File: src/rtl/step_period_meter_if.sv
// rtl/step_period_meter_if.sv - measurement control and result bundle for step_period_meter
interface step_period_meter_if #(
    parameter int SIZE = 8
);
    logic            enable_in;
    logic            pulse_in;
    logic [SIZE-1:0] r_period_out;
    logic            r_valid_out;
    logic            r_overflow_out;
    logic            r_locked_out;

    modport master (
        output enable_in,
        output pulse_in,
        input  r_period_out,
        input  r_valid_out,
        input  r_overflow_out,
        input  r_locked_out
    );

    modport slave (
        input  enable_in,
        input  pulse_in,
        output r_period_out,
        output r_valid_out,
        output r_overflow_out,
        output r_locked_out
    );
endinterface

File: src/rtl/step_period_meter.sv
// rtl/step_period_meter.sv - measures the rising-edge period of an asynchronous pulse stream
module step_period_meter #(
    parameter int SIZE = 8
) (
    input  logic                 clk_in,
    input  logic                 rst_in,
    step_period_meter_if.slave   bus
);
    typedef enum logic [1:0] {
        IDLE    = 2'd0,
        ARMED   = 2'd1,
        MEASURE = 2'd2
    } state_t;

    state_t          state;
    logic [SIZE-1:0] r_count;
    logic [SIZE-1:0] r_period;
    logic            r_valid;
    logic            r_overflow;
    logic            r_locked;

    logic            s1;
    logic            s2;
    logic            s3;
    logic            pulse_edge;
    logic [SIZE:0]   count_inc;
    logic            at_max;

    // s3 only delays s2 so a rising edge is seen exactly once
    assign pulse_edge = s2 & ~s3;

    // The carry out of the widened increment marks the all-ones count,
    // so the period value taken from the low bits never wraps.
    assign count_inc = {1'b0, r_count} + (SIZE+1)'(1);
    assign at_max    = count_inc[SIZE];

    assign bus.r_period_out   = r_period;
    assign bus.r_valid_out    = r_valid;
    assign bus.r_overflow_out = r_overflow;
    assign bus.r_locked_out   = r_locked;

    // Three-flop synchroniser; keeps running while the meter is disabled
    always_ff @(posedge clk_in) begin
        if (rst_in) begin
            s1 <= 1'b0;
            s2 <= 1'b0;
            s3 <= 1'b0;
        end else begin
            s1 <= bus.pulse_in;
            s2 <= s1;
            s3 <= s2;
        end
    end

    // Measurement FSM: reset, then enable, then edge-driven counting
    always_ff @(posedge clk_in) begin
        if (rst_in) begin
            state      <= IDLE;
            r_count    <= '0;
            r_period   <= '0;
            r_valid    <= 1'b0;
            r_overflow <= 1'b0;
            r_locked   <= 1'b0;
        end else if (!bus.enable_in) begin
            state    <= IDLE;
            r_count  <= '0;
            r_valid  <= 1'b0;
            r_locked <= 1'b0;
        end else begin
            r_valid <= 1'b0;
            case (state)
                IDLE: begin
                    r_count <= '0;
                    state   <= ARMED;
                end
                ARMED: begin
                    // The first edge only opens a window; there is nothing to report yet
                    if (pulse_edge) begin
                        r_count <= '0;
                        state   <= MEASURE;
                    end
                end
                MEASURE: begin
                    if (at_max) begin
                        // Period too long to represent; an edge landing here still
                        // starts the next window, otherwise wait for a fresh edge
                        r_overflow <= 1'b1;
                        r_locked   <= 1'b0;
                        r_count    <= '0;
                        state      <= pulse_edge ? MEASURE : ARMED;
                    end else if (pulse_edge) begin
                        r_period   <= count_inc[SIZE-1:0];
                        r_valid    <= 1'b1;
                        r_overflow <= 1'b0;
                        r_locked   <= 1'b1;
                        r_count    <= '0;
                    end else begin
                        r_count <= count_inc[SIZE-1:0];
                    end
                end
                default: begin
                    r_count <= '0;
                    state   <= IDLE;
                end
            endcase
        end
    end
endmodule
File: src/flat_wrapper.sv
// flat-port wrapper written by rule: the top's interface ports become plain ports
module step_period_meter_flat 
#(
    parameter int SIZE = 8
)
  (clk_in, rst_in, bus_enable_in, bus_pulse_in, bus_r_period_out, bus_r_valid_out, bus_r_overflow_out, bus_r_locked_out);
  step_period_meter_if #(.SIZE(SIZE)) bus_i ();
  input  logic clk_in;
  input  logic rst_in;
  input wire logic [$bits(bus_i.enable_in)-1:0] bus_enable_in;
  input wire logic [$bits(bus_i.pulse_in)-1:0] bus_pulse_in;
  output wire logic [$bits(bus_i.r_period_out)-1:0] bus_r_period_out;
  output wire logic [$bits(bus_i.r_valid_out)-1:0] bus_r_valid_out;
  output wire logic [$bits(bus_i.r_overflow_out)-1:0] bus_r_overflow_out;
  output wire logic [$bits(bus_i.r_locked_out)-1:0] bus_r_locked_out;
  assign bus_i.enable_in = bus_enable_in;
  assign bus_i.pulse_in = bus_pulse_in;
  assign bus_r_period_out = bus_i.r_period_out;
  assign bus_r_valid_out = bus_i.r_valid_out;
  assign bus_r_overflow_out = bus_i.r_overflow_out;
  assign bus_r_locked_out = bus_i.r_locked_out;
  step_period_meter #(.SIZE(SIZE)) u_core (.clk_in(clk_in), .rst_in(rst_in), .bus(bus_i));
endmodule
File: config.mk
export PLATFORM = sky130hd
export DESIGN_NAME = step_period_meter_flat
export DESIGN_NICKNAME = d
export VERILOG_FILES = /design/src/rtl/step_period_meter_if.sv /design/src/rtl/step_period_meter.sv /design/src/flat_wrapper.sv
export SDC_FILE = /design/constraint.sdc
export NUM_CORES = 1
export LEC_CHECK = 0
export BUFFER_PORTS_ARGS = -buffer_cell sky130_fd_sc_hd__buf_4
export CAP_MARGIN = 20
export CORE_ASPECT_RATIO = 1.2
export CORE_MARGIN = 4
export CORE_UTILIZATION = 40
export DETAILED_ROUTE_END_ITERATION = 10
export PLACE_DENSITY = 0.55
export REMOVE_ABC_BUFFERS = 1
export SYNTH_ARGS = -nofsm -noshare
export SYNTH_HDL_FRONTEND = slang
export SYNTH_SLANG_ARGS = --single-unit
export TNS_END_PERCENT = 5
File: constraint.sdc
create_clock -name clk_in -period 4.03 [get_ports clk_in]
set_input_delay 0.2015 -clock clk_in [delete_from_list [all_inputs] [get_ports clk_in]]
set_output_delay 0.2015 -clock clk_in [all_outputs]
set_load 0.01 [all_outputs]
# Word level (Yosys, flattened, before mapping)
# Index checks and enable logic that the tools add are counted.
word_totals:
  reg_bits: 24
  input_bits: 4
  out_inout_bits: 11
  elab_cells: 40
op_classes:
  n_addsub: 1
  n_eq_ne: 4
  n_mux: 13
  bitwise_logic: 5
  n_reduce_logical: 8
ops:
  columns: ["cell", "count"]
  rows:
  - ["2-to-1 mux 8 bit", 3]
  - ["case mux 8 bit (2 select lines)", 1]
  - ["adder 8 x 1 -> 9 bit (second input constant)", 1]
  - ["2-to-1 mux 2 bit", 3]
  - ["case mux 2 bit (3 select lines)", 1]
  - ["2-to-1 mux 1 bit", 5]
  - ["!= test 2 x 1 -> 1 bit (second input constant)", 2]
  - ["inverter 1 bit", 4]
  - ["AND reduction 2 bit", 2]
  - ["AND reduction 4 bit", 1]
  - ["OR reduction 4 bit", 1]
  - ["AND reduction 3 bit", 1]
  - ["== test 2 x 1 -> 1 bit (second input constant)", 1]
  - ["== test 2 bit (second input constant)", 1]
  - ["logical NOT 2 bit", 1]
  - ["nonzero test 2 bit", 1]
  - ["OR reduction 2 bit", 1]
  - ["AND 1 bit", 1]

# Longest topological paths before layout
# Gate-level depths: netlist (run 1).
logic_depth:
  word_depth: 5
  mapped_depth: 7

# Worst setup path after synthesis (run 1)
# OpenSTA, ideal clock, no wires.
synth_timing:
  kind: "register to register"
  start: "register u_core.r_count[0]"
  end: "register u_core.r_count[1]"
  setup_ns: 0.125
  arrival_ns: 1.481
  slack_ns: 2.424
  stages_incl_launch_ff: 8
  n_path_buf: 2
  period_less_slack_ns: 1.606
  cell_sequence: "dfxtp_1 > ha_1 > nand3_2 > or3_1 > buf_2 > buf_6 > a32oi_1 > nor2_1"
synth_between:
  elab_chain_len: 4
synth_lines:
  columns: ["item", "line", "text"]
  rows:
  - ["start: declaration", "step_period_meter.sv:16", "logic [SIZE-1:0] r_count;"]
  - ["start signal: assignment", "step_period_meter.sv:98", "r_count <= count_inc[SIZE-1:0];"]
  - ["adder 8 x 1 -> 9 bit (*)", "step_period_meter.sv:34", "assign count_inc = {1'b0, r_count} + (SIZE+1)'(1);"]
  - ["2-to-1 mux 8 bit", "step_period_meter.sv:91", "end else if (pulse_edge) begin"]
  - ["2-to-1 mux 8 bit (*)", "step_period_meter.sv:84", "if (at_max) begin"]
  - ["case mux 8 bit (2 select lines) (*)", "step_period_meter.sv:71", "case (state)"]
# Mark *: on every way between the ends. The rest lies on a longest branch, timed or not.
# A chain may end at the register's enable or synchronous reset.

# Worst setup path in the final report (run 1)
layout_timing:
  start: "register u_core.s2"
  end: "register u_core.r_period[0] (netlist: u_core.bus.r_period_out[0])"
layout_between:
  elab_chain_len: 2
layout_lines:
  columns: ["item", "line", "text"]
  rows:
  - ["start: declaration", "step_period_meter.sv:23", "logic s2;"]
  - ["start signal: assignment", "step_period_meter.sv:46", "s2 <= 1'b0;"]
  - ["start signal: assignment", "step_period_meter.sv:50", "s2 <= s1;"]
  - ["AND 1 bit", "step_period_meter.sv:30", "assign pulse_edge = s2 & ~s3;"]
  - ["AND reduction 4 bit (no line)", null, null]
  - ["end signal: assignment", "step_period_meter.sv:92", "r_period <= count_inc[SIZE-1:0];"]
  - ["end: declaration", "step_period_meter.sv:17", "logic [SIZE-1:0] r_period;"]
# No other way between the ends.

==> metrics.md, run 1 <==
| Metric | Value |
|---|---|
| Status | `finished, final reports clean` |
| Post-Syn Area | `around 1100 um2` |
| Crit start category | `flip-flop` |
| Count leader, synth | `dfxtp_1` |
| Critical path's slowest cell | `nor2b_1` |
| Die Area | `3570 um2` |
| Vias in the first global route | `789` |
| Post-DRT Antenna Nets | `0` |
| Skew-Pair Late Insertion Delay | `0.30 ns` |
| CTS H-tree lvls | `1` |
| Clock buffer depth | `2` |
| Setup bufs post-CTS | `0` |
| Post-DP HPWL | `1580 um` |
| Crit path max-delay family | `simple AND/OR/NAND/NOR gates` |
| TritonCTS clock tree | `done` |
| Worst hold slack | `0.115 ns` |
| Clock Skew | `0.00120 ns` |
| VDD IR max | `181 uV` |
| Vias per cell | `about 5.4` |
| RSZ-0062 raised after global routing | `false` |
| CTS sink count | `24` |
| Final Critical Period | `1.92 ns` |
| GPL Wtd Cong | `0.743` |
| Pleak | `0.424 nW` |
| Period utilisation layout | `47.5%` |
| Adder-Cell Fraction of Synth Area | `under 10%` |
| DR vias | `around 890` |
| Initial core utilization | `around two fifths` |
| Share of post-route cells with drive strength above 1 | `18.3%` |
| Yosys cell types | `37` |
| Port buffer count | `14` |
| Dpl cells | `161` |
| # setup viols final | `0` |
| Cts hold-fix bufs | `0` |
| Fmax | `522 MHz` |
| CP max FO | `11` |
| Post-cts resize count | `0` |
| Synth area leaders | `dfxtp_1 (45%), nor2b_1 (4.7%), nand2_1 (4.6%)` |
| Register area | `just under 500 um2` |
| MaxCap Viol Count | `0` |
| Crit path cell chain | `nor2b_1, nand3_1, or3_1, a21oi_1` |
| Drt pass-1 iters | `4` |
| CTS Buf Count | `3` |
| 1st-iter DRT viols | `34` |
| Ys Warns | `0` |
| Row cnt | `20` |
| Synth top area share | `44.9%` |
| Critical path class | `reg2reg` |
| Pin count of the biggest net entering global routing | `16` |
| Sequential share of the synthesized area | `between 40 and 50%` |
| Initial antenna violation count | `0` |
| GRT Total Usage | `12.2%` |
| I/O pins | `15` |
| NumNets Final | `138` |
| WP data required | `about 4.3 ns` |
| Critical Path Sink Type | `flip-flop` |
| Main combinational cell family by area after synthesis | `simple AND/OR/NAND/NOR gates` |
| Async set or reset register ratio after synthesis | `0%` |
| Final hold violations | `0` |
| Most common flop cell mapped by yosys | `dfxtp_1` |
| Slew @ Worst Pin | `slightly above 0.6 ns` |
| Syn_area_per_cell | `around 8.8 um2` |
| Die Height | `64.7 um` |
| Post-Synth Simple-Gate Area | `28.7%` |
| Drt wl/cell | `12.8 um` |
| Grt total ovfl | `0` |
| CP max stage delay | `0.51 ns` |
| Synth Instances | `122` |
| Final wirelength | `2110 um` |
| Xor/xnor share of the synthesized area | `3.27%` |
| Fillers | `approximately 260` |
| Synth Area in Compound Gates | `between 10% and 20%` |
| Number of synthesized flops with an enable pin | `0` |
| Global-route wire length before repair | `3590 um` |
| DRC | `0` |
| Area occupied by multi-input gates | `543 um2` |
| CTS Root Cell | `clkbuf_4` |
| Slew Viols, Final | `0` |
| Top cells by count, synth | `dfxtp_1 (24), nand2_1 (13), a21oi_1 (9)` |
| Post-synthesis mux area share | `0%` |
| Area Growth Syn to Fin | `11.5%` |
| Worst hold path class | `in2reg` |
| Worst-path clk slew | `0.12 ns` |
| Slew margin rel. | `59.3%` |
| Antenna diode count | `0` |
| Seq cells post-synth | `24` |
| WP data arrival | `2.16 ns` |
| Area leader, netlist | `dfxtp_1` |
| Buf/Inv on CP | `0` |
| Fin cells | `~160` |
| Total negative slack | `0 ns` |
| Chip width | `55.2 um` |
| Core outline area | `2550 um2` |
| PD cells | `300 nW/um2` |
## registers in the layout, summed over array words and instances (netlist names)
register,flops
u_core.bus.r_locked_out,1
u_core.bus.r_overflow_out,1
u_core.bus.r_period_out,8
u_core.bus.r_valid_out,1
u_core.r_count,8
u_core.s1,1
u_core.s2,1
u_core.s3,1
u_core.state,2
## worst paths after layout
kind | startpoint | end | slack, ns | depth (start not counted)
max reg2reg | u_core.s2 | u_core.bus.r_period_out[0] | 2.11 | 4
min | bus_pulse_in | u_core.s1 | 0.12 | 2
min reg2reg | u_core.s1 | u_core.s2 | 0.47 | 1
max | u_core.s2 | u_core.bus.r_period_out[0] | 2.11 | 4
## cells in the final DEF (no fill, tap or decap), types with 2 or more instances in the layout
master / count
or3_1: 3
a32oi_1: 3
xnor2_1: 3
o21ai_0: 5
nor3_1: 5
a21oi_1: 9
and2b_1: 2
nand2_1: 13
o2111ai_1: 2
nor2_1: 8
or2_2: 2
nor2b_1: 8
buf_4: 14
clkbuf_4: 3
dfxtp_1: 24
a211oi_1: 3
nand3_1: 6
## layer usage
metal | up-vias | routed length (um) | track usage [%]
met1 | 416 | 1070 | 16.4
met5 | - | 0 | 0
met3 | 2 | 65 | 2.99
met4 | 0 | 18 | 3.65
met2 | 10 | 948 | 19.2
li1 | 457 | - | -
## kinds of logic after synthesis
| group | Yosys count |
|---|---|
| AO/OA/AOI/OAI | 28 |
| buffers and inverters | 8 |
| AND/OR/NAND/NOR | 57 |
| XOR/XNOR | 4 |
| flip-flops | 24 |
| adder cells (fa/ha/maj) | 1 |
## power by group
group	internal (mW)	switching (mW)
Combinational	0.00647	0.00935
Clock	0.0348	0.0662
Sequential	0.240	0.00116
## layout make-up
class	count	area share, %
clock buffer	3	1.89
multi-input combinational	90	45.5
sequential	24	40.3
tap	33	3.46
timing repair buffer	14	8.81
## stage by stage
stage          power [mW]  setup slack, ns  util, %  area, um2
2_1_floorplan       0.255             2.37        -       1020
3_3_place_gp        0.262             2.21     45.8       1170
3_5_place_dp        0.262             2.13     45.8       1170
4_1_cts             0.363             2.12     46.7       1190
5_1_grt             0.376             1.96     46.7       1190
6_report            0.357             2.11     46.7       1190
No activity file was read; power rests on OpenSTA's default activity.
==> inputs of run 2 (changes only) <==
clock period = 1.9 ns   (was 4.03 ns; I/O delays follow)
==> metrics.md, run 2 (synthesized netlist as in run 1, its figures left out) <==
| Metric | Value |
|---|---|
| Slew @ Worst Pin | `0.531 ns` |
| Pleak | `0.470 nW` |
| Global-route wire length before repair | `between 4000 and 5000 um` |
| Antenna diode count | `0` |
| Setup bufs post-CTS | `0` |
| NumNets Final | `144` |
| Post-DP HPWL | `1750 um` |
| Crit path cell chain | `ha_1, nand3_2, or3_4, buf_4, a21oi_1, a211oi_1` |
| DR vias | `901` |
| Fmax | `just under 600 MHz` |
| Drt wl/cell | `13.6 um` |
| GPL Wtd Cong | `0.810` |
| Routed wl met3 | `86 um` |
| Area Growth Syn to Fin | `19.2%` |
| MaxCap Viol Count | `0` |
| Pin count of the biggest net entering global routing | `16` |
| Met2 wire len | `1100 um` |
| Clock Skew | `0.00869 ns` |
| 1st-iter DRT viols | `19` |
| Crit path max-delay family | `simple AND/OR/NAND/NOR gates` |
| Vias per cell | `5.27` |
| CP max FO | `8` |
| DRC | `0` |
| Period utilisation layout | `89.2%` |
| Top layer in use | `met4` |
| Port buffer count | `14` |
| CP max stage delay | `0.43 ns` |
| Buf/Inv on CP | `1` |
| Slew Viols, Final | `0` |
| # setup viols final | `0` |
| Grt total ovfl | `0` |
| Initial antenna violation count | `0` |
| WL met1 | `1110 um` |
| I/O pins | `15` |
| Final hold violations | `0` |
| WP data required | `2.11 ns` |
| Chip width | `~55 um` |
| Row cnt | `20` |
| Final Critical Period | `about 1.7 ns` |
| Core outline area | `2550 um2` |
| GRT Total Usage | `13.8%` |
| RSZ-0062 raised after global routing | `false` |
| Die Height | `about 65 um` |
| Critical Path Sink Type | `flip-flop` |
| CTS Root Cell | `clkbuf_4` |
| Final wirelength | `2330 um` |
| Commonest non-fill, non-tap cell in the layout | `dfxtp_1` |
| CTS sink count | `24` |
| Total negative slack | `0 ns` |
| Post-DRT Antenna Nets | `0` |
| Initial core utilization | `between 40% and 50%` |
| Slew margin rel. | `64.5%` |
| Critical path class | `reg2reg` |
| Worst hold path class | `in2reg` |
| Worst hold slack | `0.0358 ns` |
| Worst-path clk slew | `0.14 ns` |
| Share of post-route cells with drive strength above 1 | `between 20 and 25%` |
| PD cells | `723 nW/um2` |
| Skew-Pair Late Insertion Delay | `approximately 0.32 ns` |
| Vias in the first global route | `846` |
| CTS Buf Count | `3` |
| WP data arrival | `1.90 ns` |
| Most frequent cells in the layout | `dfxtp_1 (24), buf_4 (19), nand2_1 (13)` |
| CTS H-tree lvls | `1` |
| Crit start category | `flip-flop` |
| TritonCTS clock tree | `done` |
| Drt pass-1 iters | `4` |
| Critical path's slowest cell | `or3_4` |
| Clock buffer depth | `2` |
| VDD IR max | `~300 uV` |
| Status | `finished, final reports clean` |
| Die Area | `3570 um2` |
-- run 2: layout make-up --
cell class / instances / area (um2)
clock buffers: 3 / 22.5
clock inverters: 1 / 30.0
fillers: 272 / 1280
multi-input cells: 90 / 548
flip-flops and latches: 24 / 480
well taps: 33 / 41.3
repair buffers: 20 / 153
-- run 2: worst paths after layout --
check | startpoint | end | slack, ns | depth (start not counted)
setup / recovery | u_core.r_count[0] | u_core.bus.r_period_out[7] | 0.21 | 6
hold / removal | rst_in | u_core.bus.r_period_out[0] | 0.04 | 2
setup reg to reg | u_core.r_count[0] | u_core.bus.r_period_out[7] | 0.21 | 6
hold reg to reg | u_core.s1 | u_core.s2 | 0.46 | 1
-- run 2: layer usage --
layer,GRT usage (%),vias to the layer above
li1,-,465
met1,19.1,414
met2,21.4,18
met3,2.79,4
met4,4.56,0
met5,0,-
-- run 2: power breakdown --
part,total [mW],leakage [nW],switching [mW],internal (mW)
sequential,0.511,0.194,0.00228,0.508
clock,0.374,0.0279,0.161,0.213
combinational,0.0368,0.248,0.0205,0.0163
total,0.921,0.470,0.183,0.738
-- run 2: repair_timing --
action	4_1_cts	5_1_grt
endpoints found under the hold margin	1	0
endpoints found under the setup margin	0	2
hold buffers	1	0
resized for setup	0	1
-- run 2: stage by stage --
| step | total power [mW] | setup WS [ns] | util (%) | cells | area [um2] |
|---|---|---|---|---|---|
| final | 0.921 | 0.205 | 50.0 | 171 | 1270 |
| after global routing | 0.956 | 0.0812 | 50.0 | 171 | 1270 |
| after CTS | 0.931 | 0.102 | 49.8 | 171 | 1270 |
| after detailed placement | 0.557 | 0.137 | 47.3 | 166 | 1210 |
| after global placement | 0.557 | 0.207 | 47.3 | 166 | 1210 |
| after floorplan | 0.540 | 0.244 | - | 114 | 1020 |
==> inputs of run 3 (changes only) <==
CORE_UTILIZATION = 54   (was 40)
PLACE_DENSITY = 0.72   (was 0.55)
SLEW_MARGIN = 20   (was not set)
==> metrics.md, run 3 (synthesized netlist as in run 1, its figures left out) <==
| Metric | Value |
|---|---|
| # setup viols final | `0` |
| Worst hold path class | `in2reg` |
| I/O pins | `15` |
| Pin count of the biggest net entering global routing | `16` |
| Global-route wire length before repair | `between 3000 and 4000 um` |
| CP Launch Point | `u_core.r_count[0]` |
| Placed Instance Area | `1180 um2` |
| TritonCTS clock tree | `done` |
| Final Critical Period | `1.77 ns` |
| Clock Skew | `0.00328 ns` |
| Critical path class | `reg2reg` |
| Status | `finished, final reports clean` |
| Grt total ovfl | `0` |
| CTS sink count | `24` |
| Slew @ Worst Pin | `0.561 ns` |
| CTS Buf Count | `3` |
| R2r startpoint | `u_core.r_count[0]` |
| Initial core utilization | `57.2%` |
| Post-DP HPWL | `1640 um` |
| NumNets Final | `143` |
| Vias per cell | `5.87` |
| Initial antenna violation count | `0` |
| MaxCap Viol Count | `0` |
| WP data required | `2.10 ns` |
| Skew-Pair Late Insertion Delay | `0.31 ns` |
| DR vias | `around 920` |
| Row cnt | `17` |
| Worst-path clk slew | `between 0.1 and 0.15 ns` |
| Final setup margin | `0.131 ns` |
| Slew margin rel. | `62.6%` |
| Commonest non-fill, non-tap cell in the layout | `dfxtp_1` |
| Drt pass-1 iters | `3` |
| Most frequent cells in the layout | `dfxtp_1 (24), buf_4 (18), nand2_1 (13)` |
| VDD IR max | `420 uV` |
| Chip width | `48.6 um` |
| GPL Wtd Cong | `0.871` |
| 1st-iter DRT viols | `11` |
| Clock buffer depth | `2` |
| Critical Path Sink Type | `flip-flop` |
| Slew Viols, Final | `0` |
| CTS H-tree lvls | `1` |
| Final wirelength | `2130 um` |
| PD cells | `662 nW/um2` |
| Pleak | `0.456 nW` |
| RSZ-0062 raised after global routing | `false` |
| Final hold violations | `0` |
| GRT Total Usage | `approximately 17%` |
| Core outline area | `1870 um2` |
| Fmax | `565 MHz` |
| Post-place setup slack | `0.176 ns` |
| CP max FO | `8` |
| Antenna diode count | `0` |
| Final Cell Area | `1230 um2` |
| Crit start category | `flip-flop` |
| Share of post-route cells with drive strength above 1 | `a little over a fifth` |
| Vias in the first global route | `873` |
| Period utilisation layout | `around 93%` |
| Post-cts resize count | `0` |
| CTS Root Cell | `clkbuf_4` |
| Critical hold path startpoint | `rst_in` |
| DRC | `0` |
| Setup bufs post-CTS | `0` |
| Die Area | `2760 um2` |
| Post-DRT Antenna Nets | `0` |
| Total negative slack | `0 ns` |
| Area Growth Syn to Fin | `14.9%` |
| WP data arrival | `about 2.0 ns` |
| Drt wl/cell | `13.7 um` |
| Die Height | `56.8 um` |
| Port buffer count | `14` |
==> run 3: cell count changes in the layout (fill, tap and decap cells not counted) <==
cell       change
bufinv_16      -1
clkbuf_8       +1
or3_4          -1
buf_4          -1
or3_1          +1
==> run 3: where the power goes <==
group | internal [mW] | switching [mW]
Clock | 0.117 | 0.148
Combinational | 0.0163 | 0.0208
Sequential | 0.508 | 0.00264
Total | 0.642 | 0.171
==> run 3: cell type report <==
class	instances	area, um2
well taps	19	23.8
repair buffers	19	145
clock buffers	4	36.3
multi-input cells	90	543
flip-flops and latches	24	480
fillers	172	643
==> run 3: worst max-delay path, cell delays in order, from the launching register on <==
cell and delay, ns:
dfxtp_1 0.41, ha_1 0.25, nand3_2 0.11, or3_1 0.47, buf_4 0.21, a21oi_1 0.14
a211oi_1 0.07
==> run 3: path summary, 6_finish.rpt <==
kind | endpoint | cells after the start | slack (ns)
worst max-delay path | u_core.bus.r_period_out[2] | 6 | 0.13
worst min-delay path | u_core.bus.r_period_out[1] | 2 | 0.05
worst max register to register | u_core.bus.r_period_out[2] | 6 | 0.13
worst min register to register | u_core.s2 | 1 | 0.46
==> run 3: repair_timing <==
item | 4_1_cts | 5_1_grt
hold buffers | 1 | 0
setup endpoints to repair | 0 | 0
endpoints found under the hold margin | 1 | 0
==> run 3: metal layers <==
metal  vias up  wire (um)  track usage (%)
li1        469          -                -
met1       431        952             18.9
met2        12       1060             29.7
met3         4         82             4.24
met4         0         34             5.77
met5         -          0                0
==> run 3: through the flow <==
| stage | power, mW | util [%] | hold slack [ns] | cells |
|---|---|---|---|---|
| floorplan | 0.540 | - | 0.164 | 114 |
| global placement | 0.557 | 63.2 | 0.304 | 151 |
| detailed placement | 0.558 | 63.2 | 0.331 | 151 |
| CTS | 0.821 | 65.6 | 0.0388 | 156 |
| global route | 0.844 | 65.6 | 0.0480 | 156 |
| finish | 0.813 | 65.6 | 0.0475 | 156 |
